[src/rtl/mem_port_arbiter_if.sv]
// Signal bundle between the two requester ports, the arbiter and the
// memory-controller request interface.
interface mem_port_arbiter_if;
   logic        f_req;
   logic [15:0] f_addr;
   logic        f_ack;
   logic        f_err;
   logic [15:0] f_rdata;
   logic        d_req;
   logic        d_we;
   logic [15:0] d_addr;
   logic [15:0] d_wdata;
   logic        d_ack;
   logic        d_err;
   logic [15:0] d_rdata;
   logic        mc_request;
   logic        mc_request_type;
   logic [15:0] mc_request_address;
   logic [15:0] mc_data_out;
   logic [15:0] mc_data_in;
   logic        mc_memory_ready;
   logic        mc_write_complete;
   logic        busy;
   logic        grant;

   // Arbiter view: requests and controller responses in, everything else out.
   modport slave (
      input  f_req, f_addr, d_req, d_we, d_addr, d_wdata,
      input  mc_data_in, mc_memory_ready, mc_write_complete,
      output f_ack, f_err, f_rdata, d_ack, d_err, d_rdata,
      output mc_request, mc_request_type, mc_request_address, mc_data_out,
      output busy, grant
   );

   // Environment view: requesters plus the memory controller.
   modport master (
      output f_req, f_addr, d_req, d_we, d_addr, d_wdata,
      output mc_data_in, mc_memory_ready, mc_write_complete,
      input  f_ack, f_err, f_rdata, d_ack, d_err, d_rdata,
      input  mc_request, mc_request_type, mc_request_address, mc_data_out,
      input  busy, grant
   );
endinterface

[src/rtl/mem_port_arbiter.sv]
// Two-port (fetch / data) round-robin arbiter and sequencer in front of the
// memory controller. One transaction at a time: the request is held for
// REQ_HOLD cycles, then the matching completion pulse (or a timeout) ends it
// with a one-cycle acknowledge to the granted port.
module mem_port_arbiter #(
   parameter int REQ_HOLD       = 2,
   parameter int TIMEOUT_CYCLES = 1000
) (
   input logic               clk,
   input logic               reset,
   mem_port_arbiter_if.slave bus
);
   localparam logic [15:0] HOLD_LAST    = 16'(REQ_HOLD - 1);
   localparam logic [15:0] TIMEOUT_LAST = 16'(TIMEOUT_CYCLES - 1);
   localparam logic        PORT_FETCH   = 1'b0;
   localparam logic        PORT_DATA    = 1'b1;

   typedef enum logic [1:0] {
      S_IDLE  = 2'd0,
      S_ISSUE = 2'd1,
      S_WAIT  = 2'd2,
      S_DONE  = 2'd3
   } state_t;

   state_t      state_r, state_nx_s;
   logic        last_r, last_nx_s;
   logic [15:0] hold_cnt_r, hold_cnt_nx_s;
   logic [15:0] wait_cnt_r, wait_cnt_nx_s;
   logic        pick_data_s;
   logic        complete_s;

   logic        mc_request_nx_s;
   logic        mc_type_nx_s;
   logic [15:0] mc_addr_nx_s;
   logic [15:0] mc_dout_nx_s;
   logic        f_ack_nx_s, f_err_nx_s;
   logic [15:0] f_rdata_nx_s;
   logic        d_ack_nx_s, d_err_nx_s;
   logic [15:0] d_rdata_nx_s;
   logic        busy_nx_s;
   logic        grant_nx_s;

   // Data wins only when fetch is not asking or fetch was the last one served.
   assign pick_data_s = bus.d_req & (~bus.f_req | (last_r == PORT_FETCH));

   // Only the pulse matching the in-flight transaction type completes it.
   assign complete_s = bus.mc_request_type ? bus.mc_write_complete : bus.mc_memory_ready;

   // Next-state and next-output logic; every registered output holds by default.
   always_comb begin
      state_nx_s      = state_r;
      last_nx_s       = last_r;
      hold_cnt_nx_s   = hold_cnt_r;
      wait_cnt_nx_s   = wait_cnt_r;
      mc_request_nx_s = 1'b0;
      mc_type_nx_s    = bus.mc_request_type;
      mc_addr_nx_s    = bus.mc_request_address;
      mc_dout_nx_s    = bus.mc_data_out;
      f_ack_nx_s      = 1'b0;
      f_err_nx_s      = bus.f_err;
      f_rdata_nx_s    = bus.f_rdata;
      d_ack_nx_s      = 1'b0;
      d_err_nx_s      = bus.d_err;
      d_rdata_nx_s    = bus.d_rdata;
      grant_nx_s      = bus.grant;

      case (state_r)
         S_IDLE: begin
            if (bus.f_req | bus.d_req) begin
               state_nx_s      = S_ISSUE;
               hold_cnt_nx_s   = 16'd0;
               mc_request_nx_s = 1'b1;
               grant_nx_s      = pick_data_s;
               mc_addr_nx_s    = pick_data_s ? bus.d_addr : bus.f_addr;
               mc_type_nx_s    = pick_data_s & bus.d_we;
               mc_dout_nx_s    = pick_data_s ? bus.d_wdata : 16'h0000;
            end else begin
               state_nx_s = S_IDLE;
            end
         end
         S_ISSUE: begin
            if (hold_cnt_r == HOLD_LAST) begin
               state_nx_s    = S_WAIT;
               wait_cnt_nx_s = 16'd0;
            end else begin
               hold_cnt_nx_s   = hold_cnt_r + 16'd1;
               mc_request_nx_s = 1'b1;
            end
         end
         S_WAIT: begin
            if (complete_s) begin
               state_nx_s = S_DONE;
               if (bus.grant == PORT_DATA) begin
                  d_ack_nx_s = 1'b1;
                  d_err_nx_s = 1'b0;
                  if (~bus.mc_request_type) begin
                     d_rdata_nx_s = bus.mc_data_in;
                  end else begin
                     d_rdata_nx_s = bus.d_rdata;
                  end
               end else begin
                  f_ack_nx_s   = 1'b1;
                  f_err_nx_s   = 1'b0;
                  f_rdata_nx_s = bus.mc_data_in;
               end
            end else if (wait_cnt_r == TIMEOUT_LAST) begin
               state_nx_s = S_DONE;
               if (bus.grant == PORT_DATA) begin
                  d_ack_nx_s = 1'b1;
                  d_err_nx_s = 1'b1;
               end else begin
                  f_ack_nx_s = 1'b1;
                  f_err_nx_s = 1'b1;
               end
            end else begin
               wait_cnt_nx_s = wait_cnt_r + 16'd1;
            end
         end
         S_DONE: begin
            state_nx_s = S_IDLE;
            last_nx_s  = bus.grant;
         end
         default: begin
            state_nx_s = S_IDLE;
         end
      endcase

      busy_nx_s = (state_nx_s != S_IDLE);
   end

   // State, counters and all outputs; reset abandons any in-flight transaction.
   always_ff @(posedge clk) begin
      if (reset) begin
         state_r                <= S_IDLE;
         last_r                 <= PORT_DATA;
         hold_cnt_r             <= 16'd0;
         wait_cnt_r             <= 16'd0;
         bus.mc_request         <= 1'b0;
         bus.mc_request_type    <= 1'b0;
         bus.mc_request_address <= 16'h0000;
         bus.mc_data_out        <= 16'h0000;
         bus.f_ack              <= 1'b0;
         bus.f_err              <= 1'b0;
         bus.f_rdata            <= 16'h0000;
         bus.d_ack              <= 1'b0;
         bus.d_err              <= 1'b0;
         bus.d_rdata            <= 16'h0000;
         bus.busy               <= 1'b0;
         bus.grant              <= PORT_FETCH;
      end else begin
         state_r                <= state_nx_s;
         last_r                 <= last_nx_s;
         hold_cnt_r             <= hold_cnt_nx_s;
         wait_cnt_r             <= wait_cnt_nx_s;
         bus.mc_request         <= mc_request_nx_s;
         bus.mc_request_type    <= mc_type_nx_s;
         bus.mc_request_address <= mc_addr_nx_s;
         bus.mc_data_out        <= mc_dout_nx_s;
         bus.f_ack              <= f_ack_nx_s;
         bus.f_err              <= f_err_nx_s;
         bus.f_rdata            <= f_rdata_nx_s;
         bus.d_ack              <= d_ack_nx_s;
         bus.d_err              <= d_err_nx_s;
         bus.d_rdata            <= d_rdata_nx_s;
         bus.busy               <= busy_nx_s;
         bus.grant              <= grant_nx_s;
      end
   end
endmodule

[src/flat_wrapper.sv]
// flat-port wrapper written by rule: the top's interface ports become plain ports
module mem_port_arbiter_flat 
#(
   parameter int REQ_HOLD       = 2,
   parameter int TIMEOUT_CYCLES = 1000
)
  (clk, reset, bus_f_req, bus_f_addr, bus_d_req, bus_d_we, bus_d_addr, bus_d_wdata, bus_mc_data_in, bus_mc_memory_ready, bus_mc_write_complete, bus_f_ack, bus_f_err, bus_f_rdata, bus_d_ack, bus_d_err, bus_d_rdata, bus_mc_request, bus_mc_request_type, bus_mc_request_address, bus_mc_data_out, bus_busy, bus_grant);
  mem_port_arbiter_if bus_i ();
  input logic clk;
  input logic reset;
  input wire logic [$bits(bus_i.f_req)-1:0] bus_f_req;
  input wire logic [$bits(bus_i.f_addr)-1:0] bus_f_addr;
  input wire logic [$bits(bus_i.d_req)-1:0] bus_d_req;
  input wire logic [$bits(bus_i.d_we)-1:0] bus_d_we;
  input wire logic [$bits(bus_i.d_addr)-1:0] bus_d_addr;
  input wire logic [$bits(bus_i.d_wdata)-1:0] bus_d_wdata;
  input wire logic [$bits(bus_i.mc_data_in)-1:0] bus_mc_data_in;
  input wire logic [$bits(bus_i.mc_memory_ready)-1:0] bus_mc_memory_ready;
  input wire logic [$bits(bus_i.mc_write_complete)-1:0] bus_mc_write_complete;
  output wire logic [$bits(bus_i.f_ack)-1:0] bus_f_ack;
  output wire logic [$bits(bus_i.f_err)-1:0] bus_f_err;
  output wire logic [$bits(bus_i.f_rdata)-1:0] bus_f_rdata;
  output wire logic [$bits(bus_i.d_ack)-1:0] bus_d_ack;
  output wire logic [$bits(bus_i.d_err)-1:0] bus_d_err;
  output wire logic [$bits(bus_i.d_rdata)-1:0] bus_d_rdata;
  output wire logic [$bits(bus_i.mc_request)-1:0] bus_mc_request;
  output wire logic [$bits(bus_i.mc_request_type)-1:0] bus_mc_request_type;
  output wire logic [$bits(bus_i.mc_request_address)-1:0] bus_mc_request_address;
  output wire logic [$bits(bus_i.mc_data_out)-1:0] bus_mc_data_out;
  output wire logic [$bits(bus_i.busy)-1:0] bus_busy;
  output wire logic [$bits(bus_i.grant)-1:0] bus_grant;
  assign bus_i.f_req = bus_f_req;
  assign bus_i.f_addr = bus_f_addr;
  assign bus_i.d_req = bus_d_req;
  assign bus_i.d_we = bus_d_we;
  assign bus_i.d_addr = bus_d_addr;
  assign bus_i.d_wdata = bus_d_wdata;
  assign bus_i.mc_data_in = bus_mc_data_in;
  assign bus_i.mc_memory_ready = bus_mc_memory_ready;
  assign bus_i.mc_write_complete = bus_mc_write_complete;
  assign bus_f_ack = bus_i.f_ack;
  assign bus_f_err = bus_i.f_err;
  assign bus_f_rdata = bus_i.f_rdata;
  assign bus_d_ack = bus_i.d_ack;
  assign bus_d_err = bus_i.d_err;
  assign bus_d_rdata = bus_i.d_rdata;
  assign bus_mc_request = bus_i.mc_request;
  assign bus_mc_request_type = bus_i.mc_request_type;
  assign bus_mc_request_address = bus_i.mc_request_address;
  assign bus_mc_data_out = bus_i.mc_data_out;
  assign bus_busy = bus_i.busy;
  assign bus_grant = bus_i.grant;
  mem_port_arbiter #(.REQ_HOLD(REQ_HOLD), .TIMEOUT_CYCLES(TIMEOUT_CYCLES)) u_core (.clk(clk), .reset(reset), .bus(bus_i));
endmodule
[config.mk]
export PLATFORM = sky130hd
export DESIGN_NAME = mem_port_arbiter_flat
export DESIGN_NICKNAME = d
export VERILOG_FILES = /design/src/rtl/mem_port_arbiter_if.sv /design/src/rtl/mem_port_arbiter.sv /design/src/flat_wrapper.sv
export SDC_FILE = /design/constraint.sdc
export NUM_CORES = 1
export LEC_CHECK = 0
export CAP_MARGIN = 5
export CORE_MARGIN = 1
export CORE_UTILIZATION = 41
export CTS_CLUSTER_DIAMETER = 80
export DETAILED_ROUTE_END_ITERATION = 8
export PLACE_DENSITY_LB_ADDON = 0.15
export REMOVE_ABC_BUFFERS = 1
export SKIP_CTS_REPAIR_TIMING = 1
export SYNTH_ARGS = -nofsm -noshare
export SYNTH_HDL_FRONTEND = slang
export SYNTH_SLANG_ARGS = --single-unit
[constraint.sdc]
create_clock -name clk -period 1.8 [get_ports clk]
set_input_delay 0.27 -clock clk [delete_from_list [all_inputs] [get_ports clk]]
set_output_delay 0.27 -clock clk [all_outputs]
set_load 0.01 [all_outputs]
==> results of run 1 <==
==> synth_stat cells (all sizes together) (2+ instances only) <==
cell type,n
ha,3
nand4,6
nor4b,5
and4,5
buf,8
a21oi,33
o21ai,8
o211ai,5
o31ai,6
dfxtp,107
and2,2
a211oi,17
a21boi,2
nand3,12
or4,11
a22o,17
nor2,59
clkbuf,19
or3,6
xor2,8
nand2b,2
and3,3
inv,3
xnor2,7
nor4,5
mux2i,33
nor3,7
nand2,47
and2b,2
or2,2
==> through the flow <==
| stage | setup TNS (ns) | std cells |
|---|---|---|
| after global placement | -11.63 | 771 |
| final | 0 | 791 |
| after global routing | -0.482 | 791 |
| after CTS | -1.23 | 787 |
| after floorplan | -79.51 | 432 |
| after detailed placement | -15.21 | 771 |
==> where the power goes <==
group          switching (W)  internal, W
clock network       0.000885     0.000811
registers          0.0000497      0.00245
logic               0.000374     0.000479
==> final cells by class <==
| class | count | share of cell area |
|---|---|---|
| inverters | 4 | 0.00225 |
| clock buffers | 9 | 0.0185 |
| repair buffers | 206 | 0.290 |
| clock inverters | 7 | 0.0157 |
| well taps | 136 | 0.0255 |
| flip-flops and latches | 107 | 0.323 |
| multi-input cells | 322 | 0.325 |
==> tightest hold or removal path, delay by kind of cell <==
kind            cells  cell delay [ns]
buf+inv             2             0.31
compound gates      1             0.05
==> flip-flops by register name, summed over array words and instances, names as in the netlist <==
signal                         cells
u_core.hold_cnt_r                 16
u_core.bus.grant                   1
u_core.wait_cnt_r                 16
u_core.bus.d_rdata                16
u_core.state_r                     2
u_core.last_r                      1
u_core.bus.d_ack                   1
u_core.bus.mc_request              1
u_core.bus.mc_request_type         1
u_core.bus.f_err                   1
u_core.bus.f_rdata                16
u_core.bus.busy                    1
u_core.bus.d_err                   1
u_core.bus.mc_data_out            16
u_core.bus.f_ack                   1
u_core.bus.mc_request_address     16
==> cell families after synthesis <==
| logic type | share of synthesized area |
|---|---|
| AOI/OAI and AO/OA | 0.151 |
| xor gates and xnor gates | 0.0304 |
| adders and majority gates | 0.00867 |
| buffers and inverters | 0.0301 |
| DFF | 0.495 |
| muxes | 0.0798 |
| and+or+nand+nor | 0.205 |
==> layout by cell type (no fill, tap or decap), types with 3 or more instances in the layout <==
cell / Yosys / layout
o211ai_1: 5 / 5
nor4_2: 2 / 3
clkdlybuf4s50_1: 0 / 141
nand2_1: 46 / 45
o21ai_1: 8 / 8
nor3_1: 7 / 6
dfxtp_1: 107 / 99
clkbuf_8: 0 / 9
o31ai_1: 6 / 5
mux2i_1: 33 / 32
and3_1: 3 / 3
and4_1: 5 / 3
or3_1: 6 / 4
nor2_1: 59 / 58
nand4_1: 6 / 6
or4_1: 10 / 9
a22o_1: 17 / 17
a21oi_2: 0 / 4
xnor2_1: 7 / 7
a21oi_1: 32 / 29
xor2_1: 8 / 8
dfxtp_2: 0 / 6
buf_6: 1 / 4
a211oi_1: 17 / 17
nor4b_1: 4 / 3
buf_4: 0 / 58
nand3_1: 12 / 11
==> final timing paths <==
path	start	depth (start not counted)	end	slack, ns
worst max-delay path	u_core.hold_cnt_r[15]$_SDFFE_PP0P_	5	u_core.wait_cnt_r[4]$_SDFFE_PP0P_	0.04
worst min-delay path	reset	3	u_core.state_r[0]$_SDFF_PP0_	0.29
worst max register to register	u_core.hold_cnt_r[15]$_SDFFE_PP0P_	5	u_core.wait_cnt_r[4]$_SDFFE_PP0P_	0.04
worst min register to register	u_core.bus.f_rdata[7]$_SDFFE_PP0P_	2	u_core.bus.f_rdata[7]$_SDFFE_PP0P_	0.47
==> routing by layer <==
metal,part of all wire,vias up,GRT usage,routed length (um)
met1,0.42,1932,0.254,5010
met2,0.50,107,0.381,5910
met3,0.066,10,0.0705,785
met4,0.012,0,0.0684,137
li1,-,2030,-,-
met5,0,-,0,0
==> impl_metrics.ini, run 1 <==
[run_status]
status = complete, no violations

[synth]
synthArstFlopShare = 0
seq_area_frac_synth = 0.495
synth_top_cell_area_share = 0.495
synth_area_leader_cell = dfxtp_1
synth_edf_count = 0
synth_seq_cells = 107
yosysUniqueCellTypes = 49
syn_avg_cell_area_sq_um = 9.43
netlist_area_sq_um = 4330
netlist_instances = 459
synth_area_leaders = dfxtp_1 49%, mux2i_1 7.6%, nor2_1 5.1%
ys_warn_count = 0
synthFlopType = dfxtp_1

[drt]
drt_iter0_drc = 125
first_pass_iters = 5
wl_per_cell_um = 15.0
vias = 4079
ant_nets = 0
routed_wl_um = 11800
drc = 0
via_per_inst = 5.16

[global_routing]
grt_pass1_wl_um = 19300
grt_overflow = 0
first_global_vias = 4057
antenna_found_initial = 0
grt_max_degree = 51
grt_use_total = 0.219

[cells_and_area]
diodes = 0
area_growth_pct = 54.3
final_util = 0.650
seq_area_sq_um = 2160
nets = 724
design_area_sq_um = 6680
multi_input_area_sq_um = 2170
drive_above_1_share = 0.185
nFillCells = 868

[min_path]
hp-class = primary input to register

[floorplanning]
die_y_um = 105
num_io_pins = 143
initial_utilization = 0.421
die_area_sq_um = 11000
coreArea_sq_um = 10300
die_x_um = 105
row_count = 37

[setup_path]
setup.worst_path.start_class = register
worst-path-max-fanout = 6
crit_type = register to register
path_cells = nor4_2 > and4_4 > a21oi_2 > or4_1 > nand2_1
crit_family = simple AND/OR/NAND/NOR gates
cpPeakStageDelay_ns = 0.50
cp-end-kind = register
path_buf_inv = 0
cpMaxStageDelayCell = or4_1
cp.required_ns = 2.12
worst_ep_arrival_time_ns = 2.09

[clocking]
cts.root.buffer_cell = clkbuf_8
cts_buffers = 9
htreeDepth = 3
clock_sinks = 107
max-clock-path-buffers = 2
cts_tree = built
clk_pin_slew_worst_paths_ns = 0.10
clock_latency_ns = 0.39

[sta]
drv_slew = 0
tightest_slew_ns = 0.535
finalCriticalPeriod_ns = 1.76
slew_headroom = 0.643
layout_setup_ws_ns = 0.0383
timing.hold.ws_ns = 0.288
fmax_mhz = 568
period_share = 0.979
rsz0062_at_grt = yes
hold_violations = 0
finClkSkew_ns = 0.0204
setup_viol = 0

[power_and_ir_drop]
finalPower_w = 0.00505
vdd_drop_max_v = 0.000602
power_leakage_nw = 2.54
power.density_nw_per_um2 = 757

[place]
port_buffers = 142
gp_congestion = 0.794
hpwl_um = 8500
dpl-instance-area_sq_um = 6290
place_ws_ns = -0.311

[flow_run]
maxCapViolations = 0
No activity file was read; power rests on OpenSTA's default activity.
==> inputs of run 2 (changes only) <==
--- a/config.mk
+++ b/config.mk
@@ -10,6 +10,7 @@
 export CORE_UTILIZATION = 41
 export CTS_CLUSTER_DIAMETER = 80
 export DETAILED_ROUTE_END_ITERATION = 8
+export MAX_ROUTING_LAYER = met4
 export PLACE_DENSITY_LB_ADDON = 0.15
 export REMOVE_ABC_BUFFERS = 1
 export SKIP_CTS_REPAIR_TIMING = 1
==> impl_metrics.ini, run 2 (synthesis gave the netlist of run 1 again) <==
[place]
port_buffers = 142
gp_congestion = 0.806
dpl-instance-area_sq_um = 6290
place_ws_ns = -0.311
hpwl_um = 8500

[global_routing]
antenna_found_initial = 0
first_global_vias = 4062
grt_pass1_wl_um = 19300
grt_overflow = 0
grt_max_degree = 51
grt_use_total = 0.225

[clocking]
cts_tree = built
clock_sinks = 107
cts.root.buffer_cell = clkbuf_8
max-clock-path-buffers = 2
clk_pin_slew_worst_paths_ns = 0.11
cts_buffers = 9
htreeDepth = 3
clock_latency_ns = 0.38

[sta]
slew_headroom = 0.654
fmax_mhz = 566
rsz0062_at_grt = yes
hold_violations = 0
drv_slew = 0
period_share = 0.982
layout_setup_ws_ns = 0.0325
finClkSkew_ns = 0.0153
tightest_slew_ns = 0.518
tns_ns = 0
timing.hold.ws_ns = 0.287
setup_viol = 0
finalCriticalPeriod_ns = 1.77

[drt]
ant_nets = 0
dr_wl_met2_um = 5880
drc = 0
drt_iter0_drc = 118
routed_wl_um = 11700
highest_layer = met4
first_pass_iters = 4
vias = 4074
wl_per_cell_um = 14.9
met1_length_um = 5070
met3_length_um = 658
via_per_inst = 5.15

[power_and_ir_drop]
power_leakage_nw = 2.54
vdd_drop_max_v = 0.000601
power.density_nw_per_um2 = 756

[cells_and_area]
nets = 724
mostFrequentLayoutCells = 141 x clkdlybuf4s50_1, 99 x dfxtp_1, 58 x nor2_1, 58 x buf_4, 45 x nand2_1
area_growth_pct = 54.3
final_common_cell = clkdlybuf4s50_1
diodes = 0
design_area_sq_um = 6680
drive_above_1_share = 0.185

[floorplanning]
coreArea_sq_um = 10300
initial_utilization = 0.421
num_io_pins = 143
die_y_um = 105
die_area_sq_um = 11000
die_x_um = 105
row_count = 37

[setup_path]
cp-end-kind = register
setup.worst_path.start_class = register
cp.required_ns = 2.11
worst_ep_arrival_time_ns = 2.08
crit_type = register to register
worst-path-max-fanout = 6

[min_path]
hp-class = primary input to register

[run_status]
status = complete, no violations

[flow_run]
maxCapViolations = 0
[run 2: layout make-up]
cell class | instances | area [sq um]
Clock inverter | 7 | 105
Multi-Input combinational cell | 322 | 2170
Fill cell | 868 | 3600
Inverter | 4 | 15.0
Sequential cell | 107 | 2160
Timing Repair Buffer | 206 | 1940
Clock buffer | 9 | 124
Tap cell | 136 | 170
[run 2: critical path, cell delays in order (launching register included)]
cell and delay, ns:
dfxtp_1 0.34, nor4_2 0.35, and4_4 0.33, a21oi_2 0.11
or4_1 0.42, a21oi_1 0.15
[run 2: per-stage QoR]
stage	cells	power, W	util
2_1_floorplan	432	0.00285	-
3_3_place_gp	771	0.00335	0.612
3_5_place_dp	771	0.00337	0.612
4_1_cts	787	0.00505	0.634
5_1_grt	791	0.00528	0.650
6_report	791	0.00505	0.650
[run 2: final timing paths]
kind	from	endpoint	depth (start not counted)	slack (ns)
max	u_core.hold_cnt_r[15]$_SDFFE_PP0P_	u_core.wait_cnt_r[2]$_SDFFE_PP0P_	5	0.03
min	reset	u_core.state_r[0]$_SDFF_PP0_	3	0.29
max reg2reg	u_core.hold_cnt_r[15]$_SDFFE_PP0P_	u_core.wait_cnt_r[2]$_SDFFE_PP0P_	5	0.03
min reg2reg	u_core.bus.f_rdata[7]$_SDFFE_PP0P_	u_core.bus.f_rdata[7]$_SDFFE_PP0P_	2	0.47
[run 2: power by group]
part	total [W]	leakage [nW]	switching [W]	internal, W
clock network	0.00169	0.118	0.000881	0.000811
registers	0.00250	0.872	0.0000499	0.00245
logic	0.000850	1.55	0.000372	0.000479
[run 2: routing by layer]
metal,vias up,track usage
li1,2030,-
met1,1920,0.263
met2,114,0.381
met3,10,0.0574
met4,0,0.0684
met5,-,-
==> inputs of run 3 (changes only) <==
--- a/config.mk
+++ b/config.mk
@@ -7,12 +7,12 @@
 export LEC_CHECK = 0
 export CAP_MARGIN = 5
 export CORE_MARGIN = 1
-export CORE_UTILIZATION = 41
+export CORE_UTILIZATION = 49
 export CTS_CLUSTER_DIAMETER = 80
 export DETAILED_ROUTE_END_ITERATION = 8
-export MAX_ROUTING_LAYER = met4
 export PLACE_DENSITY_LB_ADDON = 0.15
 export REMOVE_ABC_BUFFERS = 1
+export SETUP_SLACK_MARGIN = 0.4
 export SKIP_CTS_REPAIR_TIMING = 1
 export SYNTH_ARGS = -nofsm -noshare
 export SYNTH_HDL_FRONTEND = slang
==> constraint.sdc (replaced) <==
create_clock -name clk -period 2.14 [get_ports clk]
set_input_delay 0.321 -clock clk [delete_from_list [all_inputs] [get_ports clk]]
set_output_delay 0.321 -clock clk [all_outputs]
set_load 0.01 [all_outputs]
==> impl_metrics.ini, run 3 (synthesis gave the netlist of run 1 again) <==
[run_status]
status = complete, no violations

[power_and_ir_drop]
p_sw_frac = 0.269
intPower_w = 0.00300
seq_power_share = 0.515
p_comb_frac = 0.168
power_leakage_nw = 2.45
finalPower_w = 0.00410
p_clk_frac = 0.317
vdd_drop_max_v = 0.000452
power.density_nw_per_um2 = 638
p_sw_w = 0.00110

[sta]
rsz0062_at_grt = yes
period_share = 0.865
finClkSkew_ns = 0.0133
tns_ns = 0
slew_headroom = 0.667
hold_violations = 0
tightest_slew_ns = 0.499
fmax_mhz = 540
finalCriticalPeriod_ns = 1.85
drv_slew = 0
timing.hold.ws_ns = 0.430
setup_viol = 0

[setup_path]
worst_ep_arrival_time_ns = 2.17
setup.worst_path.start_class = register
rrSetupSlack_ns = 0.29
rr_worst_depth = 5
r2r-start = u_core.hold_cnt_r[8]$_SDFFE_PP0P_
cpPeakStageDelay_ns = 0.53
crit_type = register to register
timing.rr.end = u_core.wait_cnt_r[5]$_SDFFE_PP0P_
cp-end-kind = register
path_cells = nor4_4 > and4_4 > a21oi_4 > or4_4 > a21oi_2
worst-path-max-fanout = 8
cp.required_ns = 2.45
cpMaxStageDelayCell = or4_4

[floorplanning]
die_y_um = 96.0
die_area_sq_um = 9210
die_x_um = 96.0
row_count = 33
initial_utilization = 0.516
num_io_pins = 143
coreArea_sq_um = 8380

[cells_and_area]
area_growth_pct = 48.7
nets = 695
drive_above_1_share = 0.166
final_common_cell = clkdlybuf4s50_1
nFillCells = 604
design_area_sq_um = 6430
diodes = 0
mostFrequentLayoutCells = 139 x clkdlybuf4s50_1, 94 x dfxtp_1, 56 x nor2_1

[global_routing]
grt_overflow = 0
use_met2 = 0.455
antenna_found_initial = 0
grt_pass1_wl_um = 18300
gr-usage-met3 = 0.0987
grt_max_degree = 48
busiest_layer = met2
first_global_vias = 3868
grtUsageMet1 = 0.291
grt_use_total = 0.260

[min_path]
holdPathStages = 4
min_to = u_core.hold_cnt_r[10]$_SDFFE_PP0P_
hold_start = reset
hp-class = primary input to register

[clocking]
cts.root.buffer_cell = clkbuf_8
cts_tree = built
clock_sinks = 107
clock_latency_ns = 0.38
clk_pin_slew_worst_paths_ns = 0.10
max-clock-path-buffers = 2
cts_buffers = 9
htreeDepth = 3

[place]
dpl-instance-area_sq_um = 6010
port_buffers = 142
hpwl_um = 8390
gp_congestion = 0.850

[drt]
ant_nets = 0
first_pass_iters = 4
drt_iter0_drc = 131
via_per_inst = 5.56
wl_per_cell_um = 16.6
drc = 0
routed_wl_um = 12200
vias = 4061

[flow_run]
maxCapViolations = 0
==> run 3: worst max-delay path: cells and delay by family (launching register included) <==
| family | cells | cell delay (ns) |
|---|---|---|
| compound gates | 2 | 0.22 |
| simple gates | 3 | 1.18 |
| flops | 1 | 0.39 |
==> run 3: how the worst max path moves through the flow <==
stage	slack, ns	end	startpoint	depth (start not counted)
3_3_place_gp	-0.05	u_core.bus.f_rdata[1]$_SDFFE_PP0P_	bus_mc_memory_ready	6
2_1_floorplan	-1.57	u_core.bus.mc_data_out[0]$_SDFFE_PP0P_	u_core.state_r[0]$_SDFF_PP0_	3
6_report	0.29	u_core.wait_cnt_r[5]$_SDFFE_PP0P_	u_core.hold_cnt_r[8]$_SDFFE_PP0P_	5
4_1_cts	0.10	u_core.wait_cnt_r[5]$_SDFFE_PP0P_	u_core.hold_cnt_r[1]$_SDFFE_PP0P_	7
5_1_grt	0.19	u_core.wait_cnt_r[5]$_SDFFE_PP0P_	u_core.hold_cnt_r[1]$_SDFFE_PP0P_	7
3_5_place_dp	-0.13	u_core.bus.f_rdata[4]$_SDFFE_PP0P_	bus_mc_memory_ready	6
==> run 3: power by group through the flow <==
stage	Sequential, W	Clock (W)	Combinational (W)
finish	0.00211	0.00130	0.000691
global route	0.00212	0.00139	0.000741
CTS	0.00211	0.00131	0.000649
detailed placement	0.00215	0	0.000644
global placement	0.00215	0	0.000631
floorplan	0.00218	0	0.000215
==> run 3: through the flow <==
step | util | std cells | setup slack [ns]
global route | 0.768 | 731 | 0.195
floorplan | - | 432 | -1.57
CTS | 0.742 | 724 | 0.101
global placement | 0.717 | 708 | -0.0510
detailed placement | 0.717 | 708 | -0.131
finish | 0.768 | 731 | 0.288
==> run 3: area by class of cell <==
| cell class | instances | area (sq um) | area share |
|---|---|---|---|
| Inverter | 4 | 15.0 | 0.00233 |
| Clock buffer | 9 | 124 | 0.0192 |
| Tap cell | 105 | 131 | 0.0204 |
| Timing Repair Buffer | 177 | 1720 | 0.267 |
| Clock inverter | 7 | 86.3 | 0.0134 |
| Sequential cell | 107 | 2160 | 0.335 |
| Multi-Input combinational cell | 322 | 2200 | 0.342 |
==> run 3: metal layers <==
layer,wire (um),share of wire,up-vias
li1,-,-,1975
met1,4860,0.40,1931
met2,6190,0.51,133
met3,926,0.076,22
met4,193,0.016,0
met5,0,0,-
